## src/rtl/fir_fold_ctrl_if.sv

```systemverilog
// Control/address bundle between the folded-FIR sequencer and its stream source / datapath.
interface fir_fold_ctrl_if #(
    parameter int unsigned ADDR_W = 4
);
    logic              ValidIn;
    logic              ReadyIn;
    logic              Clear;
    logic              buf_we;
    logic [ADDR_W-1:0] buf_waddr;
    logic [ADDR_W-1:0] buf_raddr;
    logic [ADDR_W-1:0] coef_addr;
    logic              tap_zero;
    logic              mac_en;
    logic              mac_clr;
    logic              out_latch;
    logic              ValidOut;

    modport master (
        input  ValidIn, Clear,
        output ReadyIn, buf_we, buf_waddr, buf_raddr, coef_addr,
               tap_zero, mac_en, mac_clr, out_latch, ValidOut
    );

    modport slave (
        output ValidIn, Clear,
        input  ReadyIn, buf_we, buf_waddr, buf_raddr, coef_addr,
               tap_zero, mac_en, mac_clr, out_latch, ValidOut
    );
endinterface

```

## src/rtl/fir_fold_ctrl.sv

```systemverilog
// Sequencer for a folded FIR: accepts one sample, issues TAPS MAC cycles over the
// circular sample buffer, waits out the MAC pipeline and strobes the result.
module fir_fold_ctrl #(
    parameter int unsigned TAPS    = 16,
    parameter int unsigned MAC_LAT = 2,
    parameter int unsigned ADDR_W  = $clog2(TAPS)
) (
    input  logic             clk,
    input  logic             i_rst_n,
    fir_fold_ctrl_if.master  bus
);
    localparam int unsigned FILL_W  = $clog2(TAPS + 1);
    localparam int unsigned DRAIN_W = (MAC_LAT > 1) ? $clog2(MAC_LAT) : 1;
    localparam int unsigned DIFF_W  = ADDR_W + 1;

    localparam logic [ADDR_W-1:0]  LAST_TAP   = ADDR_W'(TAPS - 1);
    localparam logic [DRAIN_W-1:0] LAST_DRAIN = DRAIN_W'((MAC_LAT > 0) ? MAC_LAT - 1 : 0);
    localparam logic [FILL_W-1:0]  FILL_MAX   = FILL_W'(TAPS);

    typedef enum logic [1:0] {
        S_IDLE,
        S_RUN,
        S_DRAIN,
        S_DONE
    } state_t;

    state_t              r_state,     w_state_nxt;
    logic [ADDR_W-1:0]   r_wptr,      w_wptr_nxt;
    logic [ADDR_W-1:0]   r_base,      w_base_nxt;
    logic [ADDR_W-1:0]   r_tap_cnt,   w_tap_cnt_nxt;
    logic [DRAIN_W-1:0]  r_drain_cnt, w_drain_cnt_nxt;
    logic [FILL_W-1:0]   r_filled,    w_filled_nxt;
    logic                r_ready_en;

    logic                w_ready;
    logic                w_accept;
    logic [DIFF_W-1:0]   w_wrap_diff;
    logic [ADDR_W-1:0]   w_raddr;
    logic                w_mac_en;
    logic                w_mac_clr;
    logic                w_tap_zero;
    logic                w_done;

    // ReadyIn stays low through reset and rises on the first edge after release.
    assign w_ready  = r_ready_en & (r_state == S_IDLE) & ~bus.Clear;
    assign w_accept = w_ready & bus.ValidIn;

    // Newest sample sits at base; tap k reads (base - k) mod TAPS without relying on power-of-2 wrap.
    assign w_wrap_diff = {1'b0, r_base} + DIFF_W'(TAPS) - {1'b0, r_tap_cnt};
    assign w_raddr     = (r_base >= r_tap_cnt) ? (r_base - r_tap_cnt) : ADDR_W'(w_wrap_diff);

    always_ff @(posedge clk or negedge i_rst_n) begin
        if (!i_rst_n) begin
            r_state     <= S_IDLE;
            r_wptr      <= '0;
            r_base      <= '0;
            r_tap_cnt   <= '0;
            r_drain_cnt <= '0;
            r_filled    <= '0;
            r_ready_en  <= 1'b0;
        end else begin
            r_state     <= w_state_nxt;
            r_wptr      <= w_wptr_nxt;
            r_base      <= w_base_nxt;
            r_tap_cnt   <= w_tap_cnt_nxt;
            r_drain_cnt <= w_drain_cnt_nxt;
            r_filled    <= w_filled_nxt;
            r_ready_en  <= 1'b1;
        end
    end

    always_comb begin
        w_state_nxt     = r_state;
        w_wptr_nxt      = r_wptr;
        w_base_nxt      = r_base;
        w_tap_cnt_nxt   = r_tap_cnt;
        w_drain_cnt_nxt = r_drain_cnt;
        w_filled_nxt    = r_filled;
        w_mac_en        = 1'b0;
        w_mac_clr       = 1'b0;
        w_tap_zero      = 1'b0;
        w_done          = 1'b0;

        case (r_state)
            S_IDLE: begin
                if (w_accept) begin
                    w_base_nxt    = r_wptr;
                    w_wptr_nxt    = (r_wptr == LAST_TAP) ? '0 : r_wptr + ADDR_W'(1);
                    w_filled_nxt  = (r_filled == FILL_MAX) ? r_filled : r_filled + FILL_W'(1);
                    w_tap_cnt_nxt = '0;
                    w_state_nxt   = S_RUN;
                end else if (bus.Clear) begin
                    w_wptr_nxt   = '0;
                    w_filled_nxt = '0;
                end
            end
            S_RUN: begin
                w_mac_en   = 1'b1;
                w_mac_clr  = (r_tap_cnt == '0);
                w_tap_zero = (FILL_W'(r_tap_cnt) >= r_filled);
                if (r_tap_cnt == LAST_TAP) begin
                    w_drain_cnt_nxt = '0;
                    w_state_nxt     = (MAC_LAT == 0) ? S_DONE : S_DRAIN;
                end else begin
                    w_tap_cnt_nxt = r_tap_cnt + ADDR_W'(1);
                end
            end
            S_DRAIN: begin
                if (r_drain_cnt == LAST_DRAIN) begin
                    w_state_nxt = S_DONE;
                end else begin
                    w_drain_cnt_nxt = r_drain_cnt + DRAIN_W'(1);
                end
            end
            S_DONE: begin
                w_done      = 1'b1;
                w_state_nxt = S_IDLE;
            end
            default: begin
                w_state_nxt = S_IDLE;
            end
        endcase
    end

    assign bus.ReadyIn   = w_ready;
    assign bus.buf_we    = w_accept;
    assign bus.buf_waddr = r_wptr;
    assign bus.buf_raddr = w_mac_en ? w_raddr : '0;
    assign bus.coef_addr = w_mac_en ? r_tap_cnt : '0;
    assign bus.tap_zero  = w_tap_zero;
    assign bus.mac_en    = w_mac_en;
    assign bus.mac_clr   = w_mac_clr;
    assign bus.out_latch = w_done;
    assign bus.ValidOut  = w_done;
endmodule

```

## src/flat_wrapper.sv

```systemverilog
// flat-port wrapper written by rule: the top's interface ports become plain ports
module fir_fold_ctrl_flat 
#(
    parameter int unsigned TAPS    = 16,
    parameter int unsigned MAC_LAT = 2,
    parameter int unsigned ADDR_W  = $clog2(TAPS)
)
  (clk, i_rst_n, bus_ValidIn, bus_Clear, bus_ReadyIn, bus_buf_we, bus_buf_waddr, bus_buf_raddr, bus_coef_addr, bus_tap_zero, bus_mac_en, bus_mac_clr, bus_out_latch, bus_ValidOut);
  fir_fold_ctrl_if #(.ADDR_W(ADDR_W)) bus_i ();
  input  logic clk;
  input  logic i_rst_n;
  input wire logic [$bits(bus_i.ValidIn)-1:0] bus_ValidIn;
  input wire logic [$bits(bus_i.Clear)-1:0] bus_Clear;
  output wire logic [$bits(bus_i.ReadyIn)-1:0] bus_ReadyIn;
  output wire logic [$bits(bus_i.buf_we)-1:0] bus_buf_we;
  output wire logic [$bits(bus_i.buf_waddr)-1:0] bus_buf_waddr;
  output wire logic [$bits(bus_i.buf_raddr)-1:0] bus_buf_raddr;
  output wire logic [$bits(bus_i.coef_addr)-1:0] bus_coef_addr;
  output wire logic [$bits(bus_i.tap_zero)-1:0] bus_tap_zero;
  output wire logic [$bits(bus_i.mac_en)-1:0] bus_mac_en;
  output wire logic [$bits(bus_i.mac_clr)-1:0] bus_mac_clr;
  output wire logic [$bits(bus_i.out_latch)-1:0] bus_out_latch;
  output wire logic [$bits(bus_i.ValidOut)-1:0] bus_ValidOut;
  assign bus_i.ValidIn = bus_ValidIn;
  assign bus_i.Clear = bus_Clear;
  assign bus_ReadyIn = bus_i.ReadyIn;
  assign bus_buf_we = bus_i.buf_we;
  assign bus_buf_waddr = bus_i.buf_waddr;
  assign bus_buf_raddr = bus_i.buf_raddr;
  assign bus_coef_addr = bus_i.coef_addr;
  assign bus_tap_zero = bus_i.tap_zero;
  assign bus_mac_en = bus_i.mac_en;
  assign bus_mac_clr = bus_i.mac_clr;
  assign bus_out_latch = bus_i.out_latch;
  assign bus_ValidOut = bus_i.ValidOut;
  fir_fold_ctrl #(.TAPS(TAPS), .MAC_LAT(MAC_LAT), .ADDR_W(ADDR_W)) u_core (.clk(clk), .i_rst_n(i_rst_n), .bus(bus_i));
endmodule
```

## config.mk

```make
export PLATFORM = sky130hd
export DESIGN_NAME = fir_fold_ctrl_flat
export DESIGN_NICKNAME = d
export VERILOG_FILES = /design/src/rtl/fir_fold_ctrl_if.sv /design/src/rtl/fir_fold_ctrl.sv /design/src/flat_wrapper.sv
export SDC_FILE = /design/constraint.sdc
export NUM_CORES = 1
export LEC_CHECK = 0
export CAP_MARGIN = 20
export CORE_ASPECT_RATIO = 1.2
export CORE_UTILIZATION = 53
export DETAILED_ROUTE_END_ITERATION = 8
export GPL_TIMING_DRIVEN = 0
export PLACE_DENSITY = 0.86
export RECOVER_POWER = 50
export SLEW_MARGIN = 10
export SYNTH_ARGS = -nofsm -noshare
export SYNTH_HDL_FRONTEND = slang
export SYNTH_SLANG_ARGS = --single-unit
```

## constraint.sdc

```tcl
create_clock -name clk -period 2 [get_ports clk]
set_input_delay 0.5 -clock clk [delete_from_list [all_inputs] [get_ports clk]]
set_output_delay 0.5 -clock clk [all_outputs]
set_load 0.01 [all_outputs]
```

# --- Yosys cells after proc, flatten, opt, wreduce, memory -nomap -nowiden ---
# Cells that the tools add are included.
totals:
  ff_bits: 21
  input_bits: 4
  out_inout_bits: 19
  elab_cells: 65
classes:
  add_sub_neg: 7
  n_lt_le_gt_ge: 2
  eq_ne: 11
  muxes: 23
  bitwise_logic: 4
  reduce_logical: 11
op_table:
  columns: ["cell", "count"]
  rows:
  - ["4-bit two-way mux", 8]
  - ["5-bit two-way mux", 3]
  - ["4-bit by 1-bit adder with 4-bit output, second input constant", 3]
  - ["3-bit AND reduction", 3]
  - ["4-bit == test, second input constant", 2]
  - ["2-bit one-hot mux with 4 select lines", 1]
  - ["4-bit one-hot mux with 2 select lines", 1]
  - ["4-bit subtractor", 2]
  - ["1-bit two-way mux", 6]
  - ["2-bit two-way mux", 3]
  - ["2-bit inequality test, second input constant", 3]
  - ["2-bit AND reduction", 3]
  - ["2-bit nonzero test", 3]
  - ["5-bit by 1-bit adder with 5-bit output, second input constant", 1]
  - ["5-bit == test, second input constant", 1]
  - ["4-bit by 5-bit greater-or-equal comparator with 1-bit output", 1]
  - ["2-bit == test, second input constant", 2]
  - ["4-bit greater-or-equal comparator", 1]
  - ["4-bit logical NOT", 1]
  - ["2-bit by 1-bit inequality test with 1-bit output, second input constant", 2]
  - ["1-bit bitwise AND", 3]
  - ["2-bit by 1-bit == test with 1-bit output, second input constant", 1]
  - ["2-bit logical NOT", 1]
  - ["1-bit one-hot mux with 2 select lines", 1]
  - ["other kinds (2)", 2]

# --- Depth between registers and ports, before layout ---
depth:
  depth_word: 6
  ltp_mapped: 7
  ltp_nobuf: 7

# --- Worst setup path before layout ---
# Ideal clock, no wire load.
synth_timing:
  path_kind: "flip-flop to output port"
  from: "reg u_core.r_tap_cnt[0]"
  to: "out bus_tap_zero"
  arrival_time_ns: 1.457
  required_time_ns: 1.500
  slack_ns: 0.043
  stages_incl_launch_ff: 7
  path_buffers: 0
  path_cell_list: "dfrtp_1 > inv_1 > ha_1 > nand2b_1 > a21o_1 > a211oi_1 > nor4b_1"
synth_via:
  elab_chain_cells: 2
synth_rtl:
  columns: ["element", "line", "source"]
  rows:
  - ["start: declaration", "fir_fold_ctrl.sv:30", "logic [ADDR_W-1:0] r_tap_cnt, w_tap_cnt_nxt;"]
  - ["start signal: assignment", "fir_fold_ctrl.sv:65", "r_tap_cnt <= w_tap_cnt_nxt;"]
  - ["4-bit by 5-bit greater-or-equal comparator with 1-bit output", "fir_fold_ctrl.sv:100", "w_tap_zero = (FILL_W'(r_tap_cnt) >= r_filled);"]
  - ["1-bit two-way mux", "fir_fold_ctrl.sv:84", "case (r_state)"]
  - ["end: declaration", "flat_wrapper.sv:19", "output wire logic [$bits(bus_i.tap_zero)-1:0] bus_tap_zero;"]
# No other way between the ends.

# --- Final worst setup path ---
layout_timing:
  from: "reg u_core.r_state[0]"
  to: "reg u_core.r_tap_cnt[3]"
layout_via:
  elab_chain_cells: 6
  elab_cells_between_ends: 10
  classes_between: "3 x eq/ne; 1 x mux; 3 x bitwise; 3 x reduce/logical"
layout_rtl:
  columns: ["element", "line", "source"]
  rows:
  - ["start: declaration", "fir_fold_ctrl.sv:27", "state_t r_state, w_state_nxt;"]
  - ["start signal: assignment", "fir_fold_ctrl.sv:62", "r_state <= w_state_nxt;"]
  - ["2-bit logical NOT", "fir_fold_ctrl.sv:45, fir_fold_ctrl.sv:84", null]
  - ["1-bit bitwise AND (2 in a row)", "fir_fold_ctrl.sv:45", "assign w_ready = r_ready_en & (r_state == S_IDLE) & ~bus.Clear;"]
  - ["1-bit bitwise AND", "fir_fold_ctrl.sv:46", "assign w_accept = w_ready & bus.ValidIn;"]
  - ["2-bit inequality test (no source line)", null, null]
  - ["3-bit AND reduction (no source line)", null, null]
# Several ways; a longest one is shown, not always the timed one.
# A chain may end at the register's enable or synchronous reset.

==> results.md <==
- Status: finished with violations
- Failing checks: negative setup slack
- Input/output buffers: 22
- Clk slew on worst S/H paths: 0.13 ns
- Crit path kind: flop to flop
- CP cell instances: buf_4 -> inv_4 -> ha_4 -> nand4b_1 -> inv_6 -> clkbuf_1 -> nor2_1 -> o31ai_1 -> a21oi_1
- DRT Wirelength: between 4000 and 5000 microns
- Initial DRC count: 58
- # clock sinks: 21
- I/O pin count: 23
- Post-synth top area share: 37.0%
- Final period util: 123%
- Starting Density: 56.2%
- Max VDD drop: between 0.8 and 0.9 mV
- CTS buffer count: 3
- CP required: 2.19 ns
- Worst skew pair latency: around 0.32 ns
- First-pass GRT wire length: between 6000 and 7000 microns
- Synth area leaders: dfrtp_1, ha_1, nand2_1
- Initial antenna violation count: 0
- DRC Markers: 0
- Most frequent cells in the layout: buf_4, nand2_1, dfrtp_1
- RD Place Congestion: 0.863
- Layout fillers: approximately 150
- Static Leakage: 0.983 nW
- Area Growth Syn to Fin: 39.1%
- Pin count of the biggest net entering global routing: 22
- Clock Skews: ~0.013 ns
- Worst path max stage delay: ~0.44 ns
- Max transition margin: 35.8%
- Core area: between 0.002 and 0.003 sq mm
- WL/cell: between 15 and 20 microns
- Register area share after synthesis: 37.0%
- Root Buffer Master: clkbuf_4
- Final hold viol count: 0
- Vias in the first global route: roughly 1,300
- Commonest non-fill, non-tap cell in the layout: buf_4
- Worst-margin pin slew: between 0.9 and 1 ns
- Die X-Extent: between 40 and 50 microns
- Unrepaired setup endpoints after global routing: yes
- Flops & latches, synth: 21
- Power Density: between 1000 and 1500 mW/mm^2
- Detailed Place HPWL: approximately 2100 microns
- Post-synth EDFFs: 0
- Drt first pass iters: 4
- Syn nets: approximately 180
- GRT overflow: 0
- CP Launch Type: flop
- Num rows: 20
- Vias per inst: between 6 and 7
- Arrival @ worst endpoint: 2.64 ns
- Number of max-cap violations: 0
- Clock Path Buffers: 2
- Setup-failing EPs final: 16
- Pins over their slew limit: 0
- Final WS setup: -0.451 ns
- Placed instance count: 210
- Asr flop ratio synth: 100%
- Critical Path Sink Type: flop
- Via count: roughly 1,500
- Layout cells sized above 1: between 30% and 40%
- Critical-path maximum fanout: 11
- CTS tree: built
- Synthesis warning total: 0
- Syn Area/Cell: around 9.2 sq um
- Nets: ~230
- Die span in y: approximately 59 microns
- Min cycle time layout: around 2.5 ns
- Non-Filler Instances: 238
- Gr usage total: 28.2%
- CP max-delay cell: dfrtp_2
- Max Clk Rate: a little over 400 MHz
- # diodes: 0
- Final Hold Slack: 0.526 ns
- CTS HTree Levels: 1
- Post-Syn Area: 0.00142 sq mm
- Post-synth top area cell: dfrtp_1
- Hold Crit Class: flop to flop
- Synth cell types: 40
- Syn Inst Count: around 160
- Final antenna-violating net count: 0
- Die area: between 0.002 and 0.003 sq mm
- Post-synth top flop: dfrtp_1
area by class of cell:
cell class	count	area, sq um	area share [%]
multi-input cells	114	890	45.0
clock inverters	1	5.00	0.253
clock buffers	3	22.5	1.14
flip-flops and latches	21	531	26.8
plain buffers	5	47.5	2.41
repair buffers	47	380	19.2
well taps	33	41.3	2.09
inverters	14	60.1	3.04
Yosys cell counts (2+ instances only):
| cell type | n |
|---|---|
| and3b_1 | 2 |
| nor2_1 | 8 |
| buf_2 | 2 |
| clkbuf_1 | 2 |
| a21oi_1 | 6 |
| and2_1 | 4 |
| inv_1 | 14 |
| buf_4 | 2 |
| o211ai_1 | 2 |
| o21ai_1 | 2 |
| xor2_1 | 2 |
| nand4_1 | 4 |
| nand2_1 | 22 |
| a21o_1 | 4 |
| a31oi_1 | 3 |
| o21ai_0 | 10 |
| nand3_1 | 2 |
| a22o_1 | 2 |
| ha_1 | 17 |
| nor3_1 | 3 |
| dfrtp_1 | 21 |
| nor2b_1 | 3 |
layer usage:
metal | GRT usage [%] | share of wire (%)
met4 | 18.1 | 5.1
met1 | 30.9 | 38
met2 | 51.5 | 51
met3 | 3.36 | 5.3
met5 | 0 | 0
cell families after synthesis:
| family | count (synthesis) | share of synthesized area, % |
|---|---|---|
| buffers and inverters | 20 | 5.99 |
| flip-flops | 21 | 37.0 |
| other | 1 | 0.264 |
| AO/OA/AOI/OAI | 36 | 16.6 |
| adder cells (fa/ha/maj) | 18 | 16.4 |
| multiplexers | 2 | 1.50 |
| XOR/XNOR | 3 | 1.85 |
| AND/OR/NAND/NOR | 54 | 20.4 |
critical path: cells and delay by family (launching register included):
kind	cells	cell delay [ns]
buffers and inverters	4	0.75
AO/OA/AOI/OAI	2	0.54
flip-flops	1	0.44
AND/OR/NAND/NOR	2	0.43
adder cells (fa/ha/maj)	1	0.16
worst paths after layout:
path	from	endpoint	slack [ns]	depth (start not counted)
min	u_core.r_base[2]	u_core.r_base[2]	0.53	2
max in group asynchronous	i_rst_n	u_core.r_tap_cnt[2]	0.58	1
max	u_core.r_state[0]	u_core.r_tap_cnt[3]	-0.45	9
max reg2reg	u_core.r_state[0]	u_core.r_tap_cnt[3]	-0.45	9
min in group asynchronous	i_rst_n	u_core.r_filled[3]	0.76	1
min reg2reg	u_core.r_base[2]	u_core.r_base[2]	0.53	2
registers in the layout (all words and copies together), names as in the netlist:
register,count
u_core.bus.buf_waddr,4
u_core.r_base,4
u_core.r_drain_cnt,1
u_core.r_filled,5
u_core.r_ready_en,1
u_core.r_state,2
u_core.r_tap_cnt,4
report_power, final:
group	internal [mW]	leakage, nW	switching, mW
clock network	0.0748	0.0177	0.140
registers	0.535	0.273	0.110
logic	1.00	0.692	0.976
total	1.61	0.983	1.23
stage by stage:
| step | cell area, sq um | power [mW] | worst slack (ns) | setup TNS (ns) | util, % |
|---|---|---|---|---|---|
| 6_report | 1980 | 2.84 | -0.451 | -2.61 | 78.2 |
| 3_3_place_gp | 1680 | 1.84 | -0.601 | -5.39 | 66.6 |
| 2_1_floorplan | 1420 | 1.43 | 0.0427 | 0 | - |
| 5_1_grt | 1980 | 2.98 | -0.430 | -3.21 | 78.2 |
| 3_5_place_dp | 1680 | 1.90 | -0.642 | -5.85 | 66.6 |
| 4_1_cts | 1940 | 2.53 | -0.282 | -1.24 | 76.9 |
timing repair:
item,4_1_cts,5_1_grt
hold buffers,0,0
pin swaps,6,3
buffers inserted,22,3
endpoints found under the setup margin,14,12
resized for setup,89,10
Power figures use the tool's default switching activity.
==> variant 1: new RTL, config.mk and constraints unchanged <==
`MAC_LAT` is set to 2 in 2 places; all go to 1.
--- a/src/rtl/fir_fold_ctrl.sv
+++ b/src/rtl/fir_fold_ctrl.sv
@@ -3,5 +3,5 @@
 module fir_fold_ctrl #(
     parameter int unsigned TAPS    = 16,
-    parameter int unsigned MAC_LAT = 2,
+    parameter int unsigned MAC_LAT = 1,
     parameter int unsigned ADDR_W  = $clog2(TAPS)
 ) (
--- a/src/flat_wrapper.sv
+++ b/src/flat_wrapper.sv
@@ -3,5 +3,5 @@
 #(
     parameter int unsigned TAPS    = 16,
-    parameter int unsigned MAC_LAT = 2,
+    parameter int unsigned MAC_LAT = 1,
     parameter int unsigned ADDR_W  = $clog2(TAPS)
 )
Check against the original RTL: no difference found for any inputs over 10 cycles, from zero or initial values and one cycle with i_rst_n low; that may be too few to reach the edited logic, so the function may still have changed.
==> variant 1 against the original RTL <==
- the run still ends with negative setup slack left
- power fell by 1.0%
- worst setup slack improved by 0.056 ns
- design area barely moved
- area after synthesis fell by 2.4%
- sequential power fell by 8.5%
- largest cell class unchanged
- wire length fell by 7.3%
- critical path depth fell by 2
- sequential cell count fell by 1
==> variant 1: results (changes against the original RTL) <==
RR_STARTPOINT='u_core.r_state[1]$_DFFE_PN0P_'  # was u_core.r_state[0]$_DFFE_PN0P_
FINAL_NET_COUNT=221  # was 228
PLACED_CELL_AREA_UM2=1647  # was 1683 µm²
OUTCOME='finished with violations'  # unchanged
WORST_MIN_DELAY_PATH_ENDPOINT='u_core.r_base[3]$_DFFE_PN0P_'  # was u_core.r_base[2]$_DFFE_PN0P_
FIN_CELLS=230  # was 238
SYNTHDISTINCTLIBCELLS=42  # was 40
HP-START='u_core.r_base[3]$_DFFE_PN0P_'  # was u_core.r_base[2]$_DFFE_PN0P_
LARGEST_NET_DEGREE_AT_THE_START_OF_GLOBAL_ROUTING=21  # was 22
GRT_FIRST_PASS_WIRELENGTH_MM=5.720  # was 6.099 mm
ROUTED_VIA_DENSITY=5.800  # was 6.126
CLOCK-SKEW-FINAL_NS=0.01087  # was 0.01334 ns
ARRIVAL_NS=1.89  # was 2.64 ns
SETUP_VIOLATING_ENDPOINT_COUNT_IN_THE_FINAL_REPORT=17  # was 16
SYNTH.AREA.TOP_CELLS='dfrtp_1 (36%), ha_1 (14%), nand2_1 (5.4%)'  # was dfrtp_1 (37%), ha_1 (15%), nand2_1 (5.8%)
STATIC_LEAKAGE_POWER_nW=0.9715  # was 0.9832 nW
SYNTH_COMMONEST_CELLS='dfrtp_1 (20), nand2_1 (20), ha_1 (16)'  # was nand2_1 (22), dfrtp_1 (21), ha_1 (17)
SETUP-TNS-FINAL_NS=-2.287  # was -2.608 ns
GLOBALPLACE.CONGESTION=0.8855  # was 0.8629
DPL_WORST_SLACK_NS=-0.5365  # was -0.6418 ns
DETAIL_ROUTE.ITER0.VIOLATIONS=57  # was 58
RR_ENDPOINT='u_core.r_tap_cnt[2]$_DFFE_PN0P_'  # was u_core.r_tap_cnt[3]$_DFFE_PN0P_
WORST_HOLD_SLACK_NS=0.5298  # was 0.5256 ns
VIOLATIONS='negative setup slack'  # unchanged
SETUP_WS_POST_LAYOUT_NS=-0.3944  # was -0.4509 ns
VIA_COUNT_OF_THE_FIRST_GLOBAL_ROUTING_PASS=1278  # was 1346
SYNTH.NET_COUNT=171  # was 177
PLACEDCELLCOUNT=203  # was 210
LAYOUT-DRIVE-GT1-SHARE_PCT=38.69  # was 35.12%
MAX-VDD-IR-DROP_mV=1.068  # was 0.8778 mV
GRT_USE_TOTAL_PCT=26.47  # was 28.18%
## variant 1: cell count changes after synthesis, moves of 2 or more
cell,change
nand2_1,-2
a21oi_1,-2
buf_2,-2
buf_6,+3
nor3_1,+2
## variant 1: critical path, cell delays in order, from the launching register on
cell and delay (ns):
dfrtp_2 0.43, inv_2 0.06, ha_1 0.23, nor2b_1 0.14
o21a_1 0.18, nor3_1 0.21, and3b_1 0.21, buf_2 0.14
## variant 1: where the power goes
part	internal, mW	switching (mW)	total (mW)
registers	0.496	0.0933	0.589
logic	0.967	0.914	1.88
clock network	0.203	0.133	0.336
## variant 1: final cells by class
| class | instances | area, µm² |
|---|---|---|
| fillers | 134 | 399.1 |
| well taps | 31 | 38.79 |
| repair buffers | 47 | 390.4 |
| multi-input cells | 109 | 882.1 |
| plain buffers | 4 | 41.29 |
| clock buffers | 3 | 22.52 |
| flip-flops and latches | 20 | 504.2 |
| inverters | 15 | 68.82 |
| clock inverters | 1 | 30.03 |
## variant 1: how the worst max path moves through the flow
stage / startpoint / endpoint
final: u_core.r_tap_cnt[1]$_DFFE_PN0P_ / bus_buf_raddr[3]
after global placement: u_core.r_tap_cnt[0]$_DFFE_PN0P_ / bus_tap_zero
after detailed placement: u_core.r_tap_cnt[0]$_DFFE_PN0P_ / bus_tap_zero
after CTS: u_core.r_base[1]$_DFFE_PN0P_ / bus_buf_raddr[3]
after global routing: u_core.r_tap_cnt[1]$_DFFE_PN0P_ / bus_buf_raddr[3]
after floorplan: u_core.r_tap_cnt[0]$_DFFE_PN0P_ / bus_tap_zero
## variant 1: per-layer routing
layer  track usage, %  vias up  wire length, µm
met5                0        -                0
met4            16.39        0              164
met3            1.575       17              188
met2            46.23       57             2091
met1            32.10      646             1678
li1                 -      614                -
## variant 1: cells by family (layout without fill, tap and decap cells)
| logic type | count (synthesis) | after routing | synth area share [%] |
|---|---|---|---|
| buffers and inverters | 21 | 70 | 7.845 |
| xor gates and xnor gates | 3 | 3 | 1.894 |
| DFF | 20 | 20 | 36.07 |
| adders and majority gates | 17 | 17 | 15.87 |
| other | 1 | 1 | 0.2703 |
| AOI/OAI and AO/OA | 35 | 35 | 16.86 |
| muxes | 2 | 2 | 1.803 |
| and+or+nand+nor | 51 | 51 | 19.39 |
## variant 1: what timing repair did
action	4_1_cts	5_1_grt
pin swaps	3	9
buffers inserted	18	7
resized for setup	75	29
cloned	0	0
setup endpoints to repair	14	13
==> variant 2: new RTL, same flow settings <==
Without the edit above. Reset style: synchronous (`i_rst_n`), changed in one clocked block.
--- a/src/rtl/fir_fold_ctrl.sv
+++ b/src/rtl/fir_fold_ctrl.sv
@@ -50,5 +50,5 @@
     assign w_raddr     = (r_base >= r_tap_cnt) ? (r_base - r_tap_cnt) : ADDR_W'(w_wrap_diff);
 
-    always_ff @(posedge clk or negedge i_rst_n) begin
+    always_ff @(posedge clk) begin
         if (!i_rst_n) begin
             r_state     <= S_IDLE;
Function: differs if i_rst_n is asserted again (counterexample within 4 cycles, from zero or initial values and one cycle with i_rst_n low); with i_rst_n held inactive, the same outputs for 10 cycles.
==> variant 2 against the original RTL <==
- the run still ends with negative setup slack left
- non-clock buffer count fell by 13
- via count shrank 9.1%
- wire length decreased by 26%
- area after synthesis down 2.6%
- sequential share of layout area fell by 3.0 points
- count of clock-buffer cells in the layout unchanged
- worst setup slack better by 0.23 ns
- design area decreased by 7.2%
- sequential cell count did not move
- synthesized cell count rose by 9.7%
- highest routed layer unchanged
Power is not compared: it rests on default switching activity, and its combinational part moved more than twofold at a synthesized area within 25%.
==> variant 2: results (changes against the original RTL) <==
CTSRESIZECOUNT=82  # was 89
CRITPATHMAXFANOUT=2  # was 11
SETUP.REG_TO_REG.WORST_SLACK_NS=0.18  # was -0.45 ns
SETUP.WORST_PATH.END='bus_buf_raddr[3]'  # was u_core.r_tap_cnt[3]$_DFFE_PN0P_
WORST_SLEW_MARGIN_REL_PCT=65.86  # was 35.81%
ROUTED_VIA_DENSITY=5.643  # was 6.126
WORST_HOLD_SLACK_NS=0.4826  # was 0.5256 ns
GRT_USE_MET1_PCT=30.00  # was 30.87%
SUM_OF_NET_HALF_PERIMETERS_AFTER_DETAILED_PLACEMENT_MM=2.196  # was 2.136 mm
CRITICAL_PATH.SLOWEST_CELL='dfxtp_2'  # was dfrtp_2
VIOLATIONS='negative setup slack'  # unchanged
SYNTHESIS.INSTANCES=170  # was 155
ARRIVAL_NS=1.72  # was 2.64 ns
CLOCK-SKEW-FINAL_NS=0.002561  # was 0.01334 ns
GLOBALPLACE.CONGESTION=0.8396  # was 0.8629
FINAL_NET_COUNT=227  # was 228
LARGEST_NET_DEGREE_AT_THE_START_OF_GLOBAL_ROUTING=13  # was 22
VIA_COUNT=1326  # was 1458
HP-START='u_core.r_base[0]$_SDFFE_PN0P_'  # was u_core.r_base[2]$_DFFE_PN0P_
SETUP_WS_POST_LAYOUT_NS=-0.2191  # was -0.4509 ns
OUTCOME='finished with violations'  # unchanged
RR_ENDPOINT='u_core.r_tap_cnt[2]$_SDFFE_PN0P_'  # was u_core.r_tap_cnt[3]$_DFFE_PN0P_
WL_MET1_MM=1.468  # was 1.692 mm
GRT_USE_MET2_PCT=45.04  # was 51.47%
SETUP_VIOLATING_ENDPOINT_COUNT_IN_THE_FINAL_REPORT=11  # was 16
## variant 2: changes by cell type after synthesis, moves of 4 or more
cell      before  now
dfrtp_1       21    0
dfxtp_1        0   21
a21boi_0       0    4
nand3_1        2   15
## variant 2: cell families (layout without fill, tap and decap cells)
kind of cell / after synthesis / after routing / synth area share (%)
and+or+nand+nor: 71 / 71 / 27.55
xor gates and xnor gates: 2 / 2 / 1.265
buffers and inverters: 21 / 55 / 6.594
adders and majority gates: 18 / 18 / 16.80
DFF: 21 / 21 / 30.35
AOI/OAI and AO/OA: 37 / 37 / 17.44
## variant 2: layout make-up
| type | instances | area [µm²] |
|---|---|---|
| buffer | 8 | 58.81 |
| clock buffer | 3 | 22.52 |
| clock inverter | 1 | 5.005 |
| fill | 174 | 543.0 |
| inverter | 12 | 53.80 |
| multi-input combinational | 128 | 969.7 |
| sequential | 21 | 437.9 |
| tap | 31 | 38.79 |
| timing repair buffer | 31 | 247.7 |
